--- config.mk ---
export PLATFORM = sky130hd
export DESIGN_NAME = ahb2apb_bridge_flat
export DESIGN_NICKNAME = d
export VERILOG_FILES = /design/src/rtl/apb_bridge_pkg.sv /design/src/rtl/ahb2apb_bridge_if.sv /design/src/rtl/apb_sel_dec.sv /design/src/rtl/ahb2apb_bridge.sv /design/src/flat_wrapper.sv
export SDC_FILE = /design/constraint.sdc
export NUM_CORES = 1
export LEC_CHECK = 0
export ABC_AREA = 1
export CORE_AREA = 8 8 109 111
export DETAILED_ROUTE_END_ITERATION = 8
export DIE_AREA = 0 0 117 119
export HOLD_SLACK_MARGIN = 0.06
export PLACE_DENSITY = 0.85
export SETUP_SLACK_MARGIN = 0.1
export SYNTH_ARGS = -nofsm -noshare
export SYNTH_HDL_FRONTEND = slang
export SYNTH_SLANG_ARGS = --single-unit
--- constraint.sdc ---
create_clock -name PCLK -period 8.4 [get_ports PCLK]
set_clock_uncertainty 0.05 [all_clocks]
set_input_delay 1.68 -clock PCLK [delete_from_list [all_inputs] [get_ports PCLK]]
set_output_delay 1.68 -clock PCLK [all_outputs]
set_load 0.02 [all_outputs]
--- src/rtl/apb_bridge_pkg.sv ---
// Shared types and constants for the AHB-Lite to APB bridge.
package apb_bridge_pkg;

  localparam int NUM_SLV = 16;
  localparam int IDX_W   = 4;

  typedef enum logic [1:0] {
    HTRANS_IDLE   = 2'b00,
    HTRANS_BUSY   = 2'b01,
    HTRANS_NONSEQ = 2'b10,
    HTRANS_SEQ    = 2'b11
  } htrans_e;

  typedef enum logic {
    HRESP_OKAY  = 1'b0,
    HRESP_ERROR = 1'b1
  } hresp_e;

  typedef enum logic [2:0] {
    ST_IDLE   = 3'd0,
    ST_CAPT   = 3'd1,
    ST_SETUP  = 3'd2,
    ST_ACCESS = 3'd3,
    ST_ERR1   = 3'd4,
    ST_ERR2   = 3'd5
  } state_e;

  // NONSEQ and SEQ both have bit 1 set; IDLE and BUSY carry no data.
  function automatic logic trans_active(input logic [1:0] htrans);
    return htrans[1];
  endfunction

endpackage

--- src/rtl/ahb2apb_bridge_if.sv ---
// AHB-Lite slave side and APB master side of the bridge in one bundle.
// The bridge connects through "slave"; the surrounding bus fabric
// (AHB master plus muxed APB peripherals) connects through "master".
interface ahb2apb_bridge_if #(
  parameter int PADDR_W = 16
);

  logic               HSEL;
  logic [31:0]        HADDR;
  logic [1:0]         HTRANS;
  logic               HWRITE;
  logic [31:0]        HWDATA;
  logic               HREADY;
  logic               HREADYOUT;
  logic               HRESP;
  logic [31:0]        HRDATA;

  logic [PADDR_W-1:0] PADDR;
  logic               PWRITE;
  logic [31:0]        PWDATA;
  logic [15:0]        PSEL;
  logic               PENABLE;
  logic [31:0]        PRDATA;
  logic               PREADY;
  logic               PSLVERR;

  modport slave (
    input  HSEL, HADDR, HTRANS, HWRITE, HWDATA, HREADY,
    input  PRDATA, PREADY, PSLVERR,
    output HREADYOUT, HRESP, HRDATA,
    output PADDR, PWRITE, PWDATA, PSEL, PENABLE
  );

  modport master (
    output HSEL, HADDR, HTRANS, HWRITE, HWDATA, HREADY,
    output PRDATA, PREADY, PSLVERR,
    input  HREADYOUT, HRESP, HRDATA,
    input  PADDR, PWRITE, PWDATA, PSEL, PENABLE
  );

endinterface

--- src/rtl/apb_sel_dec.sv ---
// Slave index to one-hot PSEL decode with per-slot enable masking.
// An unmapped slot never produces a select; the flag lets the FSM
// answer with an AHB error instead of starting an APB cycle.
module apb_sel_dec
  import apb_bridge_pkg::*;
#(
  parameter logic [NUM_SLV-1:0] SLV_EN = '1
) (
  input  logic [IDX_W-1:0]   idx,
  input  logic               en,
  output logic [NUM_SLV-1:0] psel_onehot,
  output logic               unmapped
);

  // One-hot select, gated by the enable input and the slot mask.
  always_comb begin
    psel_onehot = '0;
    unmapped    = ~SLV_EN[idx];
    if (en && SLV_EN[idx]) begin
      psel_onehot[idx] = 1'b1;
    end
  end

endmodule

--- src/rtl/ahb2apb_bridge.sv ---
// AHB-Lite slave to APB master bridge for up to 16 peripherals.
// One transfer at a time; all bus outputs come straight from flops.
//
// state  | meaning
// IDLE   | ready, OKAY; samples the next address phase
// CAPT   | AHB data phase, captures HWDATA on writes
// SETUP  | APB setup phase (PSEL set, PENABLE low)
// ACCESS | APB access phase, held until PREADY
// ERR1   | first error cycle (HRESP=1, HREADYOUT=0)
// ERR2   | second error cycle (HRESP=1, HREADYOUT=1)
module ahb2apb_bridge
  import apb_bridge_pkg::*;
#(
  parameter int                 PADDR_W = 16,
  parameter int                 DEC_LSB = 16,
  parameter logic [NUM_SLV-1:0] SLV_EN  = 16'hFFFF
) (
  input logic                PCLK,
  input logic                PRST,
  ahb2apb_bridge_if.slave    bus
);

  state_e               state, state_n;
  logic [PADDR_W-1:0]   paddr_q, paddr_n;
  logic                 pwrite_q, pwrite_n;
  logic [31:0]          pwdata_q, pwdata_n;
  logic [NUM_SLV-1:0]   psel_q, psel_n;
  logic                 penable_q, penable_n;
  logic                 hready_q, hready_n;
  logic                 hresp_q, hresp_n;
  logic [31:0]          hrdata_q, hrdata_n;
  logic [IDX_W-1:0]     idx_q, idx_n;

  logic [IDX_W-1:0]     haddr_idx;
  logic [IDX_W-1:0]     dec_idx;
  logic                 dec_en;
  logic [NUM_SLV-1:0]   dec_onehot;
  logic                 dec_unmapped;
  logic                 xfer_valid;
  logic                 unused_haddr;

  assign haddr_idx    = bus.HADDR[DEC_LSB+IDX_W-1:DEC_LSB];
  assign xfer_valid   = bus.HSEL & bus.HREADY & trans_active(bus.HTRANS);
  // IDLE checks the incoming address for a mapped slot; CAPT builds PSEL
  // from the latched index.
  assign dec_idx      = (state == ST_IDLE) ? haddr_idx : idx_q;
  assign dec_en       = (state == ST_CAPT);
  assign unused_haddr = ^bus.HADDR;

  apb_sel_dec #(.SLV_EN(SLV_EN)) u_sel_dec (
    .idx         (dec_idx),
    .en          (dec_en),
    .psel_onehot (dec_onehot),
    .unmapped    (dec_unmapped)
  );

  // State and registered bus outputs; reset abandons any transfer.
  always_ff @(posedge PCLK or posedge PRST) begin
    if (PRST) begin
      state     <= ST_IDLE;
      paddr_q   <= '0;
      pwrite_q  <= 1'b0;
      pwdata_q  <= '0;
      psel_q    <= '0;
      penable_q <= 1'b0;
      hready_q  <= 1'b1;
      hresp_q   <= HRESP_OKAY;
      hrdata_q  <= '0;
      idx_q     <= '0;
    end else begin
      state     <= state_n;
      paddr_q   <= paddr_n;
      pwrite_q  <= pwrite_n;
      pwdata_q  <= pwdata_n;
      psel_q    <= psel_n;
      penable_q <= penable_n;
      hready_q  <= hready_n;
      hresp_q   <= hresp_n;
      hrdata_q  <= hrdata_n;
      idx_q     <= idx_n;
    end
  end

  // Next state and next values of every registered output.
  always_comb begin
    state_n   = state;
    paddr_n   = paddr_q;
    pwrite_n  = pwrite_q;
    pwdata_n  = pwdata_q;
    psel_n    = psel_q;
    penable_n = penable_q;
    hrdata_n  = hrdata_q;
    idx_n     = idx_q;

    case (state)
      ST_IDLE: begin
        if (xfer_valid) begin
          paddr_n  = bus.HADDR[PADDR_W-1:0];
          pwrite_n = bus.HWRITE;
          idx_n    = haddr_idx;
          state_n  = dec_unmapped ? ST_ERR1 : ST_CAPT;
        end
      end
      ST_CAPT: begin
        if (pwrite_q) begin
          pwdata_n = bus.HWDATA;
        end
        psel_n  = dec_onehot;
        state_n = ST_SETUP;
      end
      ST_SETUP: begin
        penable_n = 1'b1;
        state_n   = ST_ACCESS;
      end
      ST_ACCESS: begin
        if (bus.PREADY) begin
          psel_n    = '0;
          penable_n = 1'b0;
          if (!pwrite_q && !bus.PSLVERR) begin
            hrdata_n = bus.PRDATA;
          end
          state_n = bus.PSLVERR ? ST_ERR1 : ST_IDLE;
        end
      end
      ST_ERR1: state_n = ST_ERR2;
      // Whatever the master presents here is its cancelled follow-up.
      ST_ERR2: state_n = ST_IDLE;
      default: state_n = ST_IDLE;
    endcase

    hready_n = (state_n == ST_IDLE) || (state_n == ST_ERR2);
    hresp_n  = (state_n == ST_ERR1) || (state_n == ST_ERR2);
  end

  assign bus.HREADYOUT = hready_q;
  assign bus.HRESP     = hresp_q;
  assign bus.HRDATA    = hrdata_q;
  assign bus.PADDR     = paddr_q;
  assign bus.PWRITE    = pwrite_q;
  assign bus.PWDATA    = pwdata_q;
  assign bus.PSEL      = psel_q;
  assign bus.PENABLE   = penable_q;

endmodule

--- src/flat_wrapper.sv ---
// flat-port wrapper written by rule: the top's interface ports become plain ports
module ahb2apb_bridge_flat import apb_bridge_pkg::*;
#(
  parameter int                 PADDR_W = 16,
  parameter int                 DEC_LSB = 16,
  parameter logic [NUM_SLV-1:0] SLV_EN  = 16'hFFFF
)
  (PCLK, PRST, bus_HSEL, bus_HADDR, bus_HTRANS, bus_HWRITE, bus_HWDATA, bus_HREADY, bus_PRDATA, bus_PREADY, bus_PSLVERR, bus_HREADYOUT, bus_HRESP, bus_HRDATA, bus_PADDR, bus_PWRITE, bus_PWDATA, bus_PSEL, bus_PENABLE);
  ahb2apb_bridge_if #(.PADDR_W(PADDR_W)) bus_i ();
  input logic PCLK;
  input logic PRST;
  input wire logic [$bits(bus_i.HSEL)-1:0] bus_HSEL;
  input wire logic [$bits(bus_i.HADDR)-1:0] bus_HADDR;
  input wire logic [$bits(bus_i.HTRANS)-1:0] bus_HTRANS;
  input wire logic [$bits(bus_i.HWRITE)-1:0] bus_HWRITE;
  input wire logic [$bits(bus_i.HWDATA)-1:0] bus_HWDATA;
  input wire logic [$bits(bus_i.HREADY)-1:0] bus_HREADY;
  input wire logic [$bits(bus_i.PRDATA)-1:0] bus_PRDATA;
  input wire logic [$bits(bus_i.PREADY)-1:0] bus_PREADY;
  input wire logic [$bits(bus_i.PSLVERR)-1:0] bus_PSLVERR;
  output wire logic [$bits(bus_i.HREADYOUT)-1:0] bus_HREADYOUT;
  output wire logic [$bits(bus_i.HRESP)-1:0] bus_HRESP;
  output wire logic [$bits(bus_i.HRDATA)-1:0] bus_HRDATA;
  output wire logic [$bits(bus_i.PADDR)-1:0] bus_PADDR;
  output wire logic [$bits(bus_i.PWRITE)-1:0] bus_PWRITE;
  output wire logic [$bits(bus_i.PWDATA)-1:0] bus_PWDATA;
  output wire logic [$bits(bus_i.PSEL)-1:0] bus_PSEL;
  output wire logic [$bits(bus_i.PENABLE)-1:0] bus_PENABLE;
  assign bus_i.HSEL = bus_HSEL;
  assign bus_i.HADDR = bus_HADDR;
  assign bus_i.HTRANS = bus_HTRANS;
  assign bus_i.HWRITE = bus_HWRITE;
  assign bus_i.HWDATA = bus_HWDATA;
  assign bus_i.HREADY = bus_HREADY;
  assign bus_i.PRDATA = bus_PRDATA;
  assign bus_i.PREADY = bus_PREADY;
  assign bus_i.PSLVERR = bus_PSLVERR;
  assign bus_HREADYOUT = bus_i.HREADYOUT;
  assign bus_HRESP = bus_i.HRESP;
  assign bus_HRDATA = bus_i.HRDATA;
  assign bus_PADDR = bus_i.PADDR;
  assign bus_PWRITE = bus_i.PWRITE;
  assign bus_PWDATA = bus_i.PWDATA;
  assign bus_PSEL = bus_i.PSEL;
  assign bus_PENABLE = bus_i.PENABLE;
  ahb2apb_bridge #(.PADDR_W(PADDR_W), .DEC_LSB(DEC_LSB), .SLV_EN(SLV_EN)) u_core (.PCLK(PCLK), .PRST(PRST), .bus(bus_i));
endmodule
==> metrics <==
Syn Area/Cell=8.62 um^2; initial antenna violation count=0; number of warning messages in the yosys log=0; finished layout cell area=0.00654 mm^2; final HPWL from detailed placement=~9600 um; Max-Slew Margin vs Limit=0.173; Hold WC Path Type=flip-flop to flip-flop; via density per instance=just under 5; worst reg-to-reg setup slack=~5300 ps; Num Clock Sinks=approximately 110; hold depth=2; final weighted congestion in routability-driven placement=between 0.7 and 0.8; setup slack of the critical path after layout=between 4000 and 5000 ps; number of nets in the synthesized netlist=around 600; post-route DRC violation count=0; diode count=0; iteration count of the initial detailed-routing pass=4; starting density of the core=0.431; Nets=789; total count of hold-check failures in the final report=0; multiplexer share of the synthesized area=0; post-route setup TNS=0 ps; H-tree lvl count=3; RSZ-0062 raised after global routing=false; stage delay of the slowest cell on the critical path=about 960 ps; wire length of the first global-routing pass=20,700 um; post-layout min period=~4200 ps; CP Depth=5; core outline area=between 0.01 and 0.015 mm^2; Boundary Pins=205; Layout Area Growth over Synthesis=50.5%; post-synthesis adder-cell area fraction=0; register share of total power=0.362; peak supply drop=0.000164 V; total congestion overflow=0; xor/xnor cell area share of the yosys netlist=0; number of buffer and inverter stages on the critical path=1; critical path's slowest cell=sky130_fd_sc_hd__nor2_2; average wire per cell in the routed design=15.5 um; type of the worst setup path=input port to flip-flop; Net Switching=0.000990 W; total power density per cell area=364 mW/mm^2; total of cells resized after clock tree synthesis=0; clock transition at the registers of the reported paths=90 ps; area fraction in and, or, nand and nor cells after synthesis=0.335; layout cells sized above 1=0.0508; outcome=finished, final reports clean; Synth area leaders=sky130_fd_sc_hd__dfrtp_1, sky130_fd_sc_hd__nand2_1, sky130_fd_sc_hd__nand3_1; clock tree from TritonCTS=built; origin of the worst min-delay path=u_core.bus.PWDATA[24]; most frequent standard cell in the layout excluding fill and tap cells=sky130_fd_sc_hd__nand2_1; kind of end point of the critical path=flip-flop; clock latency on the worst-skew pair=roughly 360 ps; horizontal extent of the die=roughly 120 um; fraction of power consumed by combinational cells=0.504; endpoint with the worst hold slack=u_core.bus.PWDATA[24]; capture point of the worst reg-to-reg path=u_core.bus.HRDATA[9]; critical path launch point type=input port; pin count of the biggest net entering global routing=between 70 and 80; gate count after technology mapping=just over 500; drt first-iter violations=roughly 230; top-area cell type share of the netlist area=0.610; complex-gate fraction of the synthesized area=0.00806; number of maximum-capacitance constraint violations=0; most frequent cells in the layout=sky130_fd_sc_hd__nand2_1, sky130_fd_sc_hd__clkdlybuf4s50_1, sky130_fd_sc_hd__dfrtp_1; number of clock buffers inserted by TritonCTS=9; CTS Hold Bufs=0; Placement Cell Area=0.00634 mm^2; Cell Chain, Critical Path=clkdlybuf4s50_1 > nor2_2 > nand2_1 > nand2_1 > nand2_1; cell chosen for the clock root=sky130_fd_sc_hd__clkbuf_8; switching portion of total power=0.416; count of cell types in the netlist=17; Worst path top cell family by delay=simple AND/OR/NAND/NOR gates; Setup crit start=bus_PSLVERR; maximum clock insertion buffer count=2; clock power share=0.134; Detailed Route WL=~13,000 um; Syn Std Cell Area=about 0.0043 mm^2; Max Fanout on Critical Path=33; final number of max-transition violations=0; data arrival time of the worst path=4360 ps; Critical R2R Launch=u_core.bus.PWRITE; cell type contributing the most total cell area after synthesis=sky130_fd_sc_hd__dfrtp_1; number of global-route vias before repair=around 4.1k; Total Die Area=about 0.014 mm^2; global router's overall resource usage=0.187; overall via count from detail_route=roughly 4k; transition time at the pin with the least slew margin=1240 ps; vertical extent of the die=119 um; number of setup violations in the final report=0; count of antenna-violating nets left after detailed routing=0; post-CTS setup buffer count=0; maximum clock frequency=between 0.2 and 0.25 GHz; required time worst endpoint=roughly 8600 ps; register area share after synthesis=0.616; leakage power total=3.20 nW; final period utilization=0.496; number of flip-flops and latches in the synthesized netlist=107; main combinational cell family by area after synthesis=simple AND/OR/NAND/NOR gates; count of input and output buffers=191; worst setup timing slack at the placement stage=3860 ps; internal power summed over all cells=0.00139 W; number of core rows=37; most numerous cell on the critical path=sky130_fd_sc_hd__nand2_1; Worst Reg2Reg Path Length in Cells=5
## state kept, by name, indices dropped and copies added, names as in the netlist
| signal | flops |
|---|---|
| u_core.state | 3 |
| u_core.bus.HRESP | 1 |
| u_core.bus.PWDATA | 32 |
| u_core.bus.PADDR | 16 |
| u_core.bus.HREADYOUT | 1 |
| u_core.bus.PWRITE | 1 |
| u_core.idx_q | 4 |
| u_core.bus.HRDATA | 32 |
| u_core.bus.PENABLE | 1 |
| u_core.bus.PSEL | 16 |
## tightest hold or removal path, stage by stage (launching register included)
cell and delay, ps:
sky130_fd_sc_hd__dfrtp_1 350, sky130_fd_sc_hd__nand2_1 50, sky130_fd_sc_hd__nand2_1 40
## per-layer routing
metal,vias up,GRT usage,share of wire
met5,-,0,0
met4,0,0.0857,0.024
met3,18,0.0328,0.052
met2,110,0.338,0.54
met1,1927,0.207,0.38
li1,1941,-,-
## power groups by stage
stage	clock network [W]	logic, W	registers (W)
after floorplan	0	0.000371	0.00112
after detailed placement	0	0.00121	0.000868
after global routing	0.000349	0.00129	0.000890
final	0.000318	0.00120	0.000862
after global placement	0	0.00118	0.000856
after CTS	0.000328	0.00121	0.000862
## cell type report
| cell class | instances | area, um^2 |
|---|---|---|
| inverters | 13 | 51.3 |
| clock buffers | 9 | 124 |
| well taps | 136 | 170 |
| clock inverters | 7 | 73.8 |
| multi-input cells | 358 | 1500 |
| fillers | 879 | 3550 |
| flip-flops and latches | 107 | 2680 |
| repair buffers | 195 | 1940 |
## how the worst max path moves through the flow
stage	to	slack, ps
5_1_grt	u_core.bus.HRDATA[14]	3980
3_5_place_dp	u_core.bus.HRDATA[9]	3860
4_1_cts	u_core.bus.HRDATA[9]	4240
3_3_place_gp	u_core.bus.HRDATA[13]	3870
6_report	u_core.bus.HRDATA[9]	4240
2_1_floorplan	u_core.bus.HRDATA[0]	3850
## Yosys cell counts
master	instances
sky130_fd_sc_hd__nand2_1	254
sky130_fd_sc_hd__dfrtp_1	106
sky130_fd_sc_hd__nand3_1	78
sky130_fd_sc_hd__buf_2	17
sky130_fd_sc_hd__inv_1	11
sky130_fd_sc_hd__clkbuf_1	8
sky130_fd_sc_hd__nor2_1	7
sky130_fd_sc_hd__nor2_2	7
sky130_fd_sc_hd__o21ai_0	6
sky130_fd_sc_hd__inv_2	2
sky130_fd_sc_hd__nand3b_1	2
sky130_fd_sc_hd__a21oi_1	1
sky130_fd_sc_hd__buf_6	1
sky130_fd_sc_hd__dfstp_2	1
sky130_fd_sc_hd__nand2_2	1
sky130_fd_sc_hd__nor2_4	1
sky130_fd_sc_hd__nor3_2	1
## through the flow
stage / std cells / total power [W] / hold slack (ps) / util
2_1_floorplan: 504 / 0.00149 / 480 / -
3_3_place_gp: 809 / 0.00204 / 403 / 0.628
3_5_place_dp: 809 / 0.00208 / 408 / 0.628
4_1_cts: 825 / 0.00240 / 431 / 0.648
5_1_grt: 825 / 0.00253 / 444 / 0.648
6_report: 825 / 0.00238 / 426 / 0.648
## cell families (layout without fill, tap and decap cells)
family | Yosys count | after routing
buf+inv | 39 | 224
compound gates | 7 | 7
simple gates | 351 | 351
flops | 107 | 107
No activity file was read; power rests on OpenSTA's default activity.
